===== src/rtl/bin2bcd_seq_ctrl.sv =====
`default_nettype none
// ============================================================================
// Module   : bin2bcd_seq_ctrl
// Brief    : 6-bit binary to two-digit BCD by repeated subtract-10 through a
//            single shared subtractor, with start/busy/done handshake.
// Revision : 1.0 - initial release
// ============================================================================
module bin2bcd_seq_ctrl (
    input  logic       clk,
    input  logic       rst,
    input  logic       start,
    input  logic [5:0] bin,
    output logic       busy,
    output logic       done,
    output logic [2:0] tens,
    output logic [3:0] ones
);

    typedef enum logic [0:0] {
        S_IDLE = 1'b0,
        S_SUB  = 1'b1
    } state_t;

    localparam logic [5:0] c_TEN = 6'd10;

    state_t     r_state, w_state_next;
    logic [5:0] r_rem,   w_rem_next;
    logic [2:0] r_cnt,   w_cnt_next;
    logic       r_busy,  w_busy_next;
    logic       r_done,  w_done_next;
    logic [2:0] r_tens,  w_tens_next;
    logic [3:0] r_ones,  w_ones_next;

    // Two's-complement subtract; the carry out doubles as the "rem >= 10" flag.
    logic [6:0] w_sum;
    logic       w_no_borrow;
    logic [5:0] w_diff;

    assign w_sum       = {1'b0, r_rem} + {1'b0, ~c_TEN} + 7'd1;
    assign w_no_borrow = w_sum[6];
    assign w_diff      = w_sum[5:0];

    always_ff @(posedge clk) begin
        if (rst) begin
            r_state <= S_IDLE;
            r_rem   <= 6'd0;
            r_cnt   <= 3'd0;
            r_busy  <= 1'b0;
            r_done  <= 1'b0;
            r_tens  <= 3'd0;
            r_ones  <= 4'd0;
        end else begin
            r_state <= w_state_next;
            r_rem   <= w_rem_next;
            r_cnt   <= w_cnt_next;
            r_busy  <= w_busy_next;
            r_done  <= w_done_next;
            r_tens  <= w_tens_next;
            r_ones  <= w_ones_next;
        end
    end

    always_comb begin
        w_state_next = r_state;
        w_rem_next   = r_rem;
        w_cnt_next   = r_cnt;
        w_busy_next  = r_busy;
        w_done_next  = 1'b0;
        w_tens_next  = r_tens;
        w_ones_next  = r_ones;

        unique case (r_state)
            S_IDLE: begin
                w_busy_next = 1'b0;
                if (start) begin
                    w_rem_next   = bin;
                    w_cnt_next   = 3'd0;
                    w_busy_next  = 1'b1;
                    w_state_next = S_SUB;
                end
            end
            S_SUB: begin
                if (w_no_borrow) begin
                    w_rem_next = w_diff;
                    w_cnt_next = r_cnt + 3'd1;
                end else begin
                    // Remainder is below 10 here, so its upper bits are zero.
                    w_tens_next  = r_cnt;
                    w_ones_next  = r_rem[3:0];
                    w_done_next  = 1'b1;
                    w_busy_next  = 1'b0;
                    w_state_next = S_IDLE;
                end
            end
            default: begin
                w_state_next = S_IDLE;
                w_busy_next  = 1'b0;
            end
        endcase
    end

    assign busy = r_busy;
    assign done = r_done;
    assign tens = r_tens;
    assign ones = r_ones;

endmodule
`default_nettype wire


===== config.mk =====
export PLATFORM = sky130hd
export DESIGN_NAME = bin2bcd_seq_ctrl
export DESIGN_NICKNAME = d
export VERILOG_FILES = /design/src/rtl/bin2bcd_seq_ctrl.sv
export SDC_FILE = /design/constraint.sdc
export NUM_CORES = 1
export LEC_CHECK = 0
export BUFFER_PORTS_ARGS = -buffer_cell sky130_fd_sc_hd__buf_2
export CORE_AREA = 2 2 53 55
export CTS_BUF_LIST = sky130_fd_sc_hd__clkbuf_8
export DETAILED_ROUTE_END_ITERATION = 7
export DIE_AREA = 0 0 55 57
export HOLD_SLACK_MARGIN = 0.15
export PLACE_DENSITY_LB_ADDON = 0.3
export SLEW_MARGIN = 0
export SYNTH_ARGS = -nofsm -noshare
export SYNTH_HDL_FRONTEND = slang
export SYNTH_SLANG_ARGS = --single-unit

===== constraint.sdc =====
create_clock -name clk -period 1.49 [get_ports clk]
set_input_delay 0.298 -clock clk [delete_from_list [all_inputs] [get_ports clk]]
set_output_delay 0.298 -clock clk [all_outputs]
set_load 0.005 [all_outputs]

After elaboration in Yosys (flattened, before gate mapping)
Index checks and enable logic that the tools add are counted.
{ "totals": {"inputBits": 9, "regBits": 19} }
{ "classes": {"n_addsub": 3, "n_reduce_logical": 3, "bitwise_logic": 2, "muxes": 12, "eq_ne": 3} }
{ "ops": {"columns": ["operator", "count"], "rows": [
  ["$mux W6", 2],
  ["$pmux W6 S2", 1],
  ["$add A6 B6 Y7 const B", 1],
  ["$add A7 B1 Y7 const B", 1],
  ["$mux W3", 2],
  ["$pmux W3 S2", 1],
  ["$mux W1", 4],
  ["$ne A2 B2 Y1 const B", 2],
  ["$pmux W1 S2", 2],
  ["$reduce_and A2 Y1", 2],
  ["$add A3 B1 Y3 const B", 1],
  ["$ne A2 B1 Y1 const B", 1],
  ["$not A1 Y1", 2],
  ["$reduce_or A2 Y1", 1]
]} }

Longest topological paths before layout
Gate-level depths: netlist of the first run.
{ "depth": {"depth_word": 4, "ltp_mapped": 7, "ltp_nobuf": 6} }

Least setup slack after synthesis of the first run
No wires, ideal clock.
{ "synth_path": {"kind": "register to register", "startpoint": "register r_rem[1]", "endpoint": "register r_rem[3]", "t_arrival_ps": 1119, "period_less_slack_ps": 1204, "path_buffers": 1, "slack_ps": 286, "stages_incl_launch_ff": 8, "setup_time_ps": 86, "path_cell_list": "dfxtp_1 buf_6 inv_1 ha_1 nand2b_1 nor2_1 a211oi_1 a211oi_1"} }
{ "synth_via": {"elab_chain_len": 4, "elab_cells_between_ends": 6, "cone_classes": "add/sub: 2; eq/ne: 1; mux: 2; reduce/logical: 1"} }
{ "synth_rtl": {"columns": ["item", "line", "rtl"], "rows": [
  ["from (decl)", "27", "logic [5:0] r_rem, w_rem_next;"],
  ["from (signal assigned)", "54", "r_rem <= w_rem_next;"],
  ["$add A6 B6 Y7 *", "39", "assign w_sum = {1'b0, r_rem} + {1'b0, ~c_TEN} + 7'd1;"],
  ["$add A7 B1 Y7 *", "39", null],
  ["$mux W6 / $ne A2 B1 Y1 (equally long branches)", null, null],
  ["$pmux W6 S2 / $reduce_and A2 Y1 (equally long branches)", null, null]
]} }
Mark *: on every way between the ends. The rest lies on a longest branch, timed or not. The select of a mux whose other input is x is not followed.
A chain may end at the register's enable or synchronous reset.

Final worst setup path of the first run
Ends and elaborated chain as after synthesis.

==> impl_metrics.py, run 1 <==
metrics = {
    "status": {
        "status": "finished, final reports clean",
    },
    "placed_design": {
        "portBuffers": 17,
        "preCtsSetupSlack_ns": 0.0710,
        "placedCellCount": 135,
        "dp_hpwl_microns": 1220,
        "gp_congestion": 0.827,
    },
    "die": {
        "die_h_microns": 57,
        "start_util_pct": 33.0,
        "die_w_microns": 55,
        "pin_count": 18,
        "die-area_sq_um": 3140,
        "rows": 19,
        "core_area_sq_um": 2620,
    },
    "layout": {
        "mostFrequentLayoutCell": "buf_2",
        "drive_gt1_share_pct": 29.6,
        "fin_cells": 139,
        "final_cell_mix": "buf_2, dfxtp_1, nor2_1, mux2i_1",
        "fin_nets": 120,
        "fillers": 274,
        "regArea_sq_um": 384,
        "antenna_cells": 0,
        "syn2layout_area_growth_pct": 18.3,
        "multiInputGateArea_sq_um": 440,
        "utilization_pct": 39.0,
    },
    "clock_tree": {
        "clock_latency_ns": 0.25,
        "cts_root_buf": "clkbuf_8",
        "clock_sinks": 19,
        "cts.clk_slew.worst_paths_ns": 0.07,
        "ctsHoldBuffers": 0,
        "numCtsBuffers": 3,
        "clockBufferDepth": 2,
        "htree_levels": 1,
        "cts_tree": "built",
    },
    "critical_path": {
        "critPathRequiredTime_ns": 1.66,
        "cp.arrival_ns": 1.48,
        "crit_fanout": 8,
        "critPathCaptureType": "register",
        "path_class": "register to register",
        "start_kind": "register",
    },
    "power": {
        "p_int_w": 0.000800,
        "p_per_area_nw_per_um2": 1070,
        "clkPwrFrac_pct": 32.6,
        "p_sw_w": 0.000293,
        "switching_share_pct": 26.8,
        "leakage_nw": 0.462,
        "share_comb_of_total_power_pct": 15.1,
        "seqPwrFrac_pct": 52.4,
        "peakVddDrop_mv": 0.776,
    },
    "detailed_routing": {
        "drt-total-wl_microns": 1730,
        "drc": 0,
        "vias": 687,
        "drt-pass1-iter-count": 5,
        "vias_per_cell": 4.94,
        "first_iter_violations": 9,
        "antenna_left": 0,
        "avgRoutedWirePerCell_microns": 12.4,
    },
    "synth": {
        "async_reset_ff_share_pct": 0,
        "ys_warn_count": 0,
        "synth_flop_cell": "dfxtp_1",
        "syn_area_sq_um": 862,
        "syn_nets": 101,
        "syn_area_per_cell_sq_um": 9.58,
        "ys_ff_latch": 19,
        "synth_cells": 90,
        "yosys.cell_types.count": 35,
        "synth_edf_count": 0,
        "synth_sequential_area_ratio_pct": 44.1,
    },
    "global_routing": {
        "overflow": 0,
        "grt_pass1_vias": 703,
        "grt_pass1_wl_microns": 3070,
        "antenna_found_initial": 0,
        "grt_start_max_net_pins": 21,
        "grt_usage_pct": 13.2,
    },
    "sta": {
        "fin_tns_setup_ns": 0,
        "slew_headroom_pct": 76.0,
        "fin_crit_sh_pct": 87.7,
        "finalSetupViolCount": 0,
        "fin_hold_ws_ns": 0.249,
        "rsz0062_at_grt": "false",
        "final_max_slew_viol_count": 0,
        "tightest_slew_ns": 0.361,
        "period_needed_ns": 1.31,
        "fmax_mhz": 766,
        "clock_skew_ns": 0.00270,
        "hold_viol": 0,
        "fin_ws_ns": 0.184,
    },
    "worst_hold_path": {
        "hp-class": "primary input to register",
    },
    "flow_run": {
        "cap_viol_max_count": 0,
    },
}
[Yosys cell counts (2+ instances only)]
library cell / number / area share [%]
a211oi_1: 3 / 2.6
a21oi_1: 4 / 2.3
clkbuf_1: 3 / 1.3
dfxtp_1: 19 / 44
ha_1: 2 / 2.9
inv_1: 3 / 1.3
mux2i_1: 8 / 9.3
nand2_1: 3 / 1.3
nand2b_1: 2 / 1.5
nand3_1: 3 / 1.7
nor2_1: 13 / 5.7
nor2b_1: 2 / 1.5
nor3_1: 2 / 1.2
o211ai_1: 2 / 1.7
[flip-flops by register name, summed over array words and instances, names as in the netlist]
name,count
ones,4
r_rem,6
busy,1
done,1
tens,3
r_state,1
r_cnt,3
[metal layers]
layer / wire (microns) / GRT usage (%) / vias up
li1: - / - / 354
met1: 814 / 16.6 / 314
met2: 829 / 21.8 / 19
met3: 86 / 4.71 / 0
met4: 0 / 2.44 / 0
met5: 0 / 0 / -
[area by class of cell]
type / count / share of cell area [%]
repair buffers: 19 / 9.82
clock buffers: 3 / 4.05
clock inverters: 1 / 0.368
flip-flops and latches: 19 / 37.7
well taps: 31 / 3.80
multi-input cells: 63 / 43.2
inverters: 3 / 1.10
[path summary, 6_finish.rpt]
check,startpoint,end,slack [ns],cells past startpoint
setup reg to reg,r_rem[1]$_SDFFE_PP0P_,r_rem[3]$_SDFFE_PP0P_,0.18,6
hold reg to reg,r_rem[0]$_SDFFE_PP0P_,r_rem[0]$_SDFFE_PP0P_,0.46,2
setup / recovery,r_rem[1]$_SDFFE_PP0P_,r_rem[3]$_SDFFE_PP0P_,0.18,6
hold / removal,bin[4],r_rem[4]$_SDFFE_PP0P_,0.25,2
[through the flow]
stage | instance area (sq um) | power, W
floorplan | 862 | 0.000703
global placement | 971 | 0.000743
detailed placement | 971 | 0.000749
CTS | 1020 | 0.00111
global route | 1020 | 0.00116
finish | 1020 | 0.00109
[critical path, stage by stage (launching register included)]
cell	delay, ns
dfxtp_2	0.41
inv_1	0.07
ha_1	0.21
nand2b_1	0.16
nor2_1	0.11
a211oi_1	0.06
a211oi_1	0.21
[power groups by stage]
| stage | logic (W) | registers (W) | clock network (W) |
|---|---|---|---|
| floorplan | 0.000138 | 0.000566 | 0 |
| global placement | 0.000163 | 0.000580 | 0 |
| detailed placement | 0.000167 | 0.000582 | 0 |
| global route | 0.000188 | 0.000579 | 0.000389 |
| finish | 0.000165 | 0.000572 | 0.000356 |
| CTS | 0.000168 | 0.000570 | 0.000370 |
[cell families after synthesis]
logic type | after synthesis | share of synthesized area, %
xor gates and xnor gates | 2 | 2.03
and+or+nand+nor | 31 | 18.4
buffers and inverters | 8 | 4.79
AOI/OAI and AO/OA | 20 | 18.4
muxes | 8 | 9.29
DFF | 19 | 44.1
adders and majority gates | 2 | 2.90
[timing repair]
action	CTS	global route
resized for setup	0	3
buffers inserted	0	0
setup endpoints to repair	0	2
Note: power is estimated with default switching activity, not from simulation.
==> run 2: changes to the inputs <==
--- a/config.mk
+++ b/config.mk
@@ -5,11 +5,12 @@
 export SDC_FILE = /design/constraint.sdc
 export NUM_CORES = 1
 export LEC_CHECK = 0
+export ABC_AREA = 1
 export BUFFER_PORTS_ARGS = -buffer_cell sky130_fd_sc_hd__buf_2
-export CORE_AREA = 2 2 53 55
+export CORE_AREA = 2 2 63 65
 export CTS_BUF_LIST = sky130_fd_sc_hd__clkbuf_8
 export DETAILED_ROUTE_END_ITERATION = 7
-export DIE_AREA = 0 0 55 57
+export DIE_AREA = 0 0 65 67
 export HOLD_SLACK_MARGIN = 0.15
 export PLACE_DENSITY_LB_ADDON = 0.3
 export SLEW_MARGIN = 0
==> run 2 against run 1 <==
  * Clock power is 1% higher
  * Clock skew rose by 0.0017 ns
  * Register-to-register slack gained 0.02 ns
  * First-iteration DRC count increased by 130%
  * Critical endpoint is now busy$_SDFFE_PP0P_
  * Global-route usage fell by 3.4 points
==> impl_metrics.py, run 2 <==
metrics = {
    "synth": {
        "ys_ff_latch": 19,
        "synth_top_area_cell": "dfxtp_1",
        "yosys-top-cells-area": "dfxtp_1, nand2_1, nand3_1, a21oi_1, nor2_1",
        "async_reset_ff_share_pct": 0,
        "yosys.cell_types.count": 19,
        "syn_area_per_cell_sq_um": 7.18,
        "synth_sequential_area_ratio_pct": 41.7,
        "synth_most_common_cell": "nand2_1",
        "synth_edf_count": 0,
        "syn_nets": 138,
        "ys_warn_count": 0,
        "synth_top_area_share_pct": 41.7,
        "synth_cells": 127,
        "synth_flop_cell": "dfxtp_1",
        "synth_top_cells_by_count": "nand2_1, dfxtp_1, nor2_1",
        "syn_area_sq_um": 912,
    },
    "die": {
        "start_util_pct": 25.3,
        "die-area_sq_um": 4360,
        "pin_count": 18,
        "die_h_microns": 67,
        "die_w_microns": 65,
        "core_area_sq_um": 3610,
        "rows": 22,
    },
    "sta": {
        "tightest_slew_ns": 0.321,
        "clock_skew_ns": 0.00440,
        "fmax_mhz": 778,
        "finalSetupViolCount": 0,
        "slew_headroom_pct": 78.5,
        "fin_tns_setup_ns": 0,
        "final_max_slew_viol_count": 0,
        "period_needed_ns": 1.29,
        "hold_viol": 0,
        "rsz0062_at_grt": "false",
        "fin_crit_sh_pct": 86.3,
    },
    "clock_tree": {
        "cts_tree": "built",
        "post_cts_buffers": 0,
        "cts_root_buf": "clkbuf_8",
        "htree_levels": 1,
        "clockBufferDepth": 2,
        "cts.clk_slew.worst_paths_ns": 0.07,
        "clock_sinks": 19,
        "numCtsBuffers": 3,
        "clock_latency_ns": 0.26,
    },
    "global_routing": {
        "antenna_found_initial": 0,
        "grt_start_max_net_pins": 12,
        "grt_pass1_wl_microns": 3290,
        "grt_pass1_vias": 785,
        "grt_usage_pct": 9.81,
        "overflow": 0,
    },
    "detailed_routing": {
        "antenna_left": 0,
        "drc": 0,
        "vias_per_cell": 4.27,
        "vias": 833,
        "drt-pass1-iter-count": 4,
        "first_iter_violations": 21,
        "drt-total-wl_microns": 1920,
        "avgRoutedWirePerCell_microns": 9.84,
    },
    "critical_path": {
        "setup.worst_path.start": "r_rem[1]$_SDFFE_PP0P_",
        "critPathCaptureType": "register",
        "critical-path-top-delay-family": "simple AND/OR/NAND/NOR gates",
        "crit_fanout": 11,
        "cp_num_buf_inv": 0,
        "cp.arrival_ns": 1.44,
        "rrSetupSlack_ns": 0.20,
        "start_kind": "register",
        "path_cells": "o21ai_4, nand3_2, nand2_2, nand2_1, o21ai_0, nor2_1",
        "rr_startpoint": "r_rem[1]$_SDFFE_PP0P_",
        "critPathRequiredTime_ns": 1.64,
        "path_class": "register to register",
        "cpMaxStageDelayCell": "dfxtp_2",
        "slowest_delay_ns": 0.35,
    },
    "power": {
        "peakVddDrop_mv": 0.396,
        "leakage_nw": 0.533,
        "p_per_area_nw_per_um2": 1070,
    },
    "worst_hold_path": {
        "hold_start": "bin[0]",
        "hp-class": "primary input to register",
    },
    "layout": {
        "fillers": 387,
        "drive_gt1_share_pct": 24.5,
        "regMostFlops": "r_rem",
        "utilization_pct": 30.4,
        "fin_nets": 159,
        "final_cell_mix": "nand2_1, dfxtp_1, buf_2, nor2_1, nand3_1",
        "largest_reg_flops": 6,
        "syn2layout_area_growth_pct": 20.0,
        "mostFrequentLayoutCell": "nand2_1",
        "antenna_cells": 0,
    },
    "flow_run": {
        "cap_viol_max_count": 0,
    },
    "placed_design": {
        "gp_congestion": 0.795,
        "portBuffers": 17,
        "dp_hpwl_microns": 1480,
    },
    "status": {
        "status": "finished, final reports clean",
    },
}
==> run 2: changes by cell type in the layout (fill, tap and decap cells not counted), moves of 3 or more <==
cell      previous run  this run
nand2_1              3        42
a211oi_1             3         0
a21oi_1              4        10
o21ai_0              1         4
mux2i_1              8         0
inv_1                4        10
nand3_1              3        12
==> run 2: final timing paths <==
kind	to	cells after the start
worst max register to register	busy$_SDFFE_PP0P_	6
worst min-delay path	r_rem[0]$_SDFFE_PP0P_	3
worst min register to register	ones[0]$_SDFFE_PP0P_	2
worst max-delay path	busy$_SDFFE_PP0P_	6
==> run 2: timing repair <==
item / CTS / global route
setup endpoints to repair: 0 / 1
resized for setup: 0 / 2
hold buffers: 0 / 0
endpoints found under the hold margin: 0 / 0
==> run 2: logic make-up (layout without fill, tap and decap cells) <==
family | Yosys count | in the layout | synth area share, %
buffers and inverters | 17 | 37 | 9.05
flip-flops | 19 | 19 | 41.7
AO/OA/AOI/OAI | 17 | 17 | 11.4
AND/OR/NAND/NOR | 72 | 72 | 35.1
adder cells (fa/ha/maj) | 2 | 2 | 2.74
==> run 2: cell type report <==
cell class,count,area (sq um),share of cell area (%)
Multi-Input combinational cell,91,449,41.0
Clock inverter,1,5.00,0.457
Timing Repair Buffer,20,108,9.83
Inverter,13,48.8,4.46
Sequential cell,19,383,35.0
Clock buffer,3,41.3,3.77
Tap cell,48,60.1,5.49
==> run 2: layer usage <==
layer	GRT usage [%]	vias to the layer above	wire, microns
li1	-	444	-
met4	4.79	0	16
met3	2.03	2	102
met2	16.8	21	913
met1	11.7	366	887
met5	0	-	0
==> run 2: metrics by stage <==
| step | cell area (sq um) | setup WS, ns | total power [W] | hold slack (ns) | std cells |
|---|---|---|---|---|---|
| after floorplan | 912 | 0.295 | 0.000764 | 0.439 | 127 |
| after global placement | 1050 | 0.171 | 0.000818 | 0.454 | 191 |
| after detailed placement | 1050 | 0.153 | 0.000820 | 0.455 | 191 |
| after CTS | 1090 | 0.130 | 0.00118 | 0.313 | 195 |
| after global routing | 1090 | 0.0317 | 0.00124 | 0.347 | 195 |
| final | 1090 | 0.204 | 0.00117 | 0.309 | 195 |
==> run 2: power by group <==
group / switching [W] / internal, W / total [W]
registers: 0.0000284 / 0.000543 / 0.000571
clock network: 0.000175 / 0.000186 / 0.000361
logic: 0.000148 / 0.0000893 / 0.000238
==> run 2: worst min-delay path, cell delays in order <==
cell	delay, ns
buf_2	0.08
o21ai_0	0.07
nor2_1	0.08
==> run 3: changes to the inputs <==
--- a/config.mk
+++ b/config.mk
@@ -7,10 +7,9 @@
 export LEC_CHECK = 0
 export ABC_AREA = 1
 export BUFFER_PORTS_ARGS = -buffer_cell sky130_fd_sc_hd__buf_2
-export CORE_AREA = 2 2 63 65
-export CTS_BUF_LIST = sky130_fd_sc_hd__clkbuf_8
+export CORE_AREA = 2 2 45 47
 export DETAILED_ROUTE_END_ITERATION = 7
-export DIE_AREA = 0 0 65 67
+export DIE_AREA = 0 0 47 49
 export HOLD_SLACK_MARGIN = 0.15
 export PLACE_DENSITY_LB_ADDON = 0.3
 export SLEW_MARGIN = 0
==> run 3 against run 2 <==
  * Hold slack worse by 0.047 ns
  * Sequential power is 0.7% higher
  * Clock skew is 0.0032 ns lower
==> impl_metrics.py, run 3 (synthesized netlist as in run 2, its figures left out) <==
metrics = {
    "sta": {
        "fin_crit_sh_pct": 90.2,
        "fmax_mhz": 744,
        "hold_viol": 0,
        "tightest_slew_ns": 0.296,
        "rsz0062_at_grt": "false",
        "fin_tns_setup_ns": 0,
        "final_max_slew_viol_count": 0,
        "clock_skew_ns": 0.00117,
        "period_needed_ns": 1.34,
        "slew_headroom_pct": 80.2,
        "finalSetupViolCount": 0,
        "fin_hold_ws_ns": 0.263,
    },
    "layout": {
        "antenna_cells": 0,
        "mostFrequentLayoutCell": "nand2_1",
        "design_area_sq_um": 1050,
        "final_cell_mix": "nand2_1, dfxtp_1, buf_2, nor2_1, nand3_1",
        "fin_nets": 159,
        "syn2layout_area_growth_pct": 14.7,
        "largest_reg_flops": 6,
        "drive_gt1_share_pct": 22.4,
        "utilization_pct": 56.8,
        "fillers": 198,
        "regArea_sq_um": 380,
        "regMostFlops": "r_rem",
        "multiInputGateArea_sq_um": 449,
    },
    "global_routing": {
        "antenna_found_initial": 0,
        "grt_most_used_layer": "met2",
        "overflow": 0,
        "grt_use_met1_pct": 25.0,
        "met2_usage_pct": 29.0,
        "grt_pass1_wl_microns": 3090,
        "grt_usage_pct": 18.4,
        "grtUsageMet3_pct": 3.33,
        "grt_pass1_vias": 747,
        "grt_start_max_net_pins": 12,
    },
    "critical_path": {
        "critPathRequiredTime_ns": 1.73,
        "rr_startpoint": "r_rem[1]$_SDFFE_PP0P_",
        "critical-path-top-delay-family": "simple AND/OR/NAND/NOR gates",
        "path_class": "register to register",
        "worst_path_most_repeated_cell": "nand2_1",
        "cpMaxStageDelayCell": "dfxtp_1",
        "slowest_delay_ns": 0.43,
        "rrSetupSlack_ns": 0.15,
        "cp.arrival_ns": 1.58,
        "crit_fanout": 4,
        "start_kind": "register",
        "cp_num_buf_inv": 3,
        "setup.worst_path.start": "r_rem[1]$_SDFFE_PP0P_",
        "path_cells": "inv_1, ha_1, inv_1, nand2_1, nand2_1, nand2_1, nand3_1, nand2_1, nand2_1, inv_1, nor2_1",
        "critPathCaptureType": "register",
    },
    "clock_tree": {
        "clock_latency_ns": 0.29,
        "numCtsBuffers": 3,
        "ctsHoldBuffers": 0,
        "clock_sinks": 19,
        "clockBufferDepth": 2,
        "cts.clk_slew.worst_paths_ns": 0.10,
        "post_cts_buffers": 0,
        "cts_root_buf": "clkbuf_4",
        "cts_resized": 0,
        "htree_levels": 1,
        "cts_tree": "built",
    },
    "die": {
        "die_w_microns": 47,
        "pin_count": 18,
        "rows": 16,
        "die-area_sq_um": 2300,
        "core_area_sq_um": 1840,
        "start_util_pct": 49.5,
        "die_h_microns": 49,
    },
    "worst_hold_path": {
        "hp-class": "primary input to register",
        "hold_start": "bin[0]",
    },
    "detailed_routing": {
        "drc": 0,
        "vias": 838,
        "drt-pass1-iter-count": 6,
        "drt-total-wl_microns": 1760,
        "avgRoutedWirePerCell_microns": 10.1,
        "antenna_left": 0,
        "vias_per_cell": 4.82,
        "first_iter_violations": 9,
    },
    "status": {
        "status": "finished, final reports clean",
    },
    "flow_run": {
        "cap_viol_max_count": 0,
    },
    "placed_design": {
        "dp_hpwl_microns": 1320,
        "place_area_sq_um": 1020,
        "portBuffers": 17,
        "gp_congestion": 0.837,
    },
    "power": {
        "leakage_nw": 0.522,
        "p_per_area_nw_per_um2": 1020,
        "total_power_w": 0.00106,
        "peakVddDrop_mv": 0.757,
    },
}
==> run 3: cell types whose count changed in the layout (fill, tap and decap cells not counted) <==
cell and change:
clkinv_2 -1, dfxtp_2 -2, clkbuf_8 -3, clkbuf_1 +1, clkbuf_4 +3, dfxtp_1 +2
==> run 3: report_power, final <==
| group | switching, W | internal [W] | total [W] |
|---|---|---|---|
| combinational | 0.000142 | 0.0000881 | 0.000230 |
| sequential | 0.0000336 | 0.000541 | 0.000575 |
| clock | 0.000153 | 0.000104 | 0.000257 |
==> run 3: path summary, 6_finish.rpt <==
path	cells after the start	to
worst max-delay path	11	r_rem[5]$_SDFFE_PP0P_
worst min-delay path	3	r_rem[0]$_SDFFE_PP0P_
worst max register to register	11	r_rem[5]$_SDFFE_PP0P_
worst min register to register	2	ones[2]$_SDFFE_PP0P_
==> run 3: area by class of cell <==
class / count / area share [%]
Clock buffer: 4 / 2.51
Timing Repair Buffer: 20 / 10.3
Multi-Input combinational cell: 91 / 42.9
Inverter: 13 / 4.67
Sequential cell: 19 / 36.4
Tap cell: 27 / 3.23
==> run 3: worst register-to-register path: stages, from the launching register on <==
cell and delay [ns]:
dfxtp_1 0.43, inv_1 0.10, ha_1 0.22, inv_1 0.05, nand2_1 0.08, nand2_1 0.07
nand2_1 0.05, nand3_1 0.06, nand2_1 0.05, nand2_1 0.06, inv_1 0.03, nor2_1 0.09
==> run 3: layer usage <==
metal  part of all wire (%)  vias to the layer above  wire [microns]
li1                       -                      442               -
met1                     49                      370             853
met2                     46                       24             810
met3                    4.6                        2              80
met4                   0.63                        0              11
met5                      0                        -               0
==> run 3: metrics by stage <==
| step | setup slack (ns) | std cells |
|---|---|---|
| 6_report | 0.145 | 174 |
| 5_1_grt | 0.00899 | 174 |
| 4_1_cts | 0.117 | 174 |
| 3_5_place_dp | 0.147 | 170 |
| 3_3_place_gp | 0.184 | 170 |
| 2_1_floorplan | 0.295 | 127 |
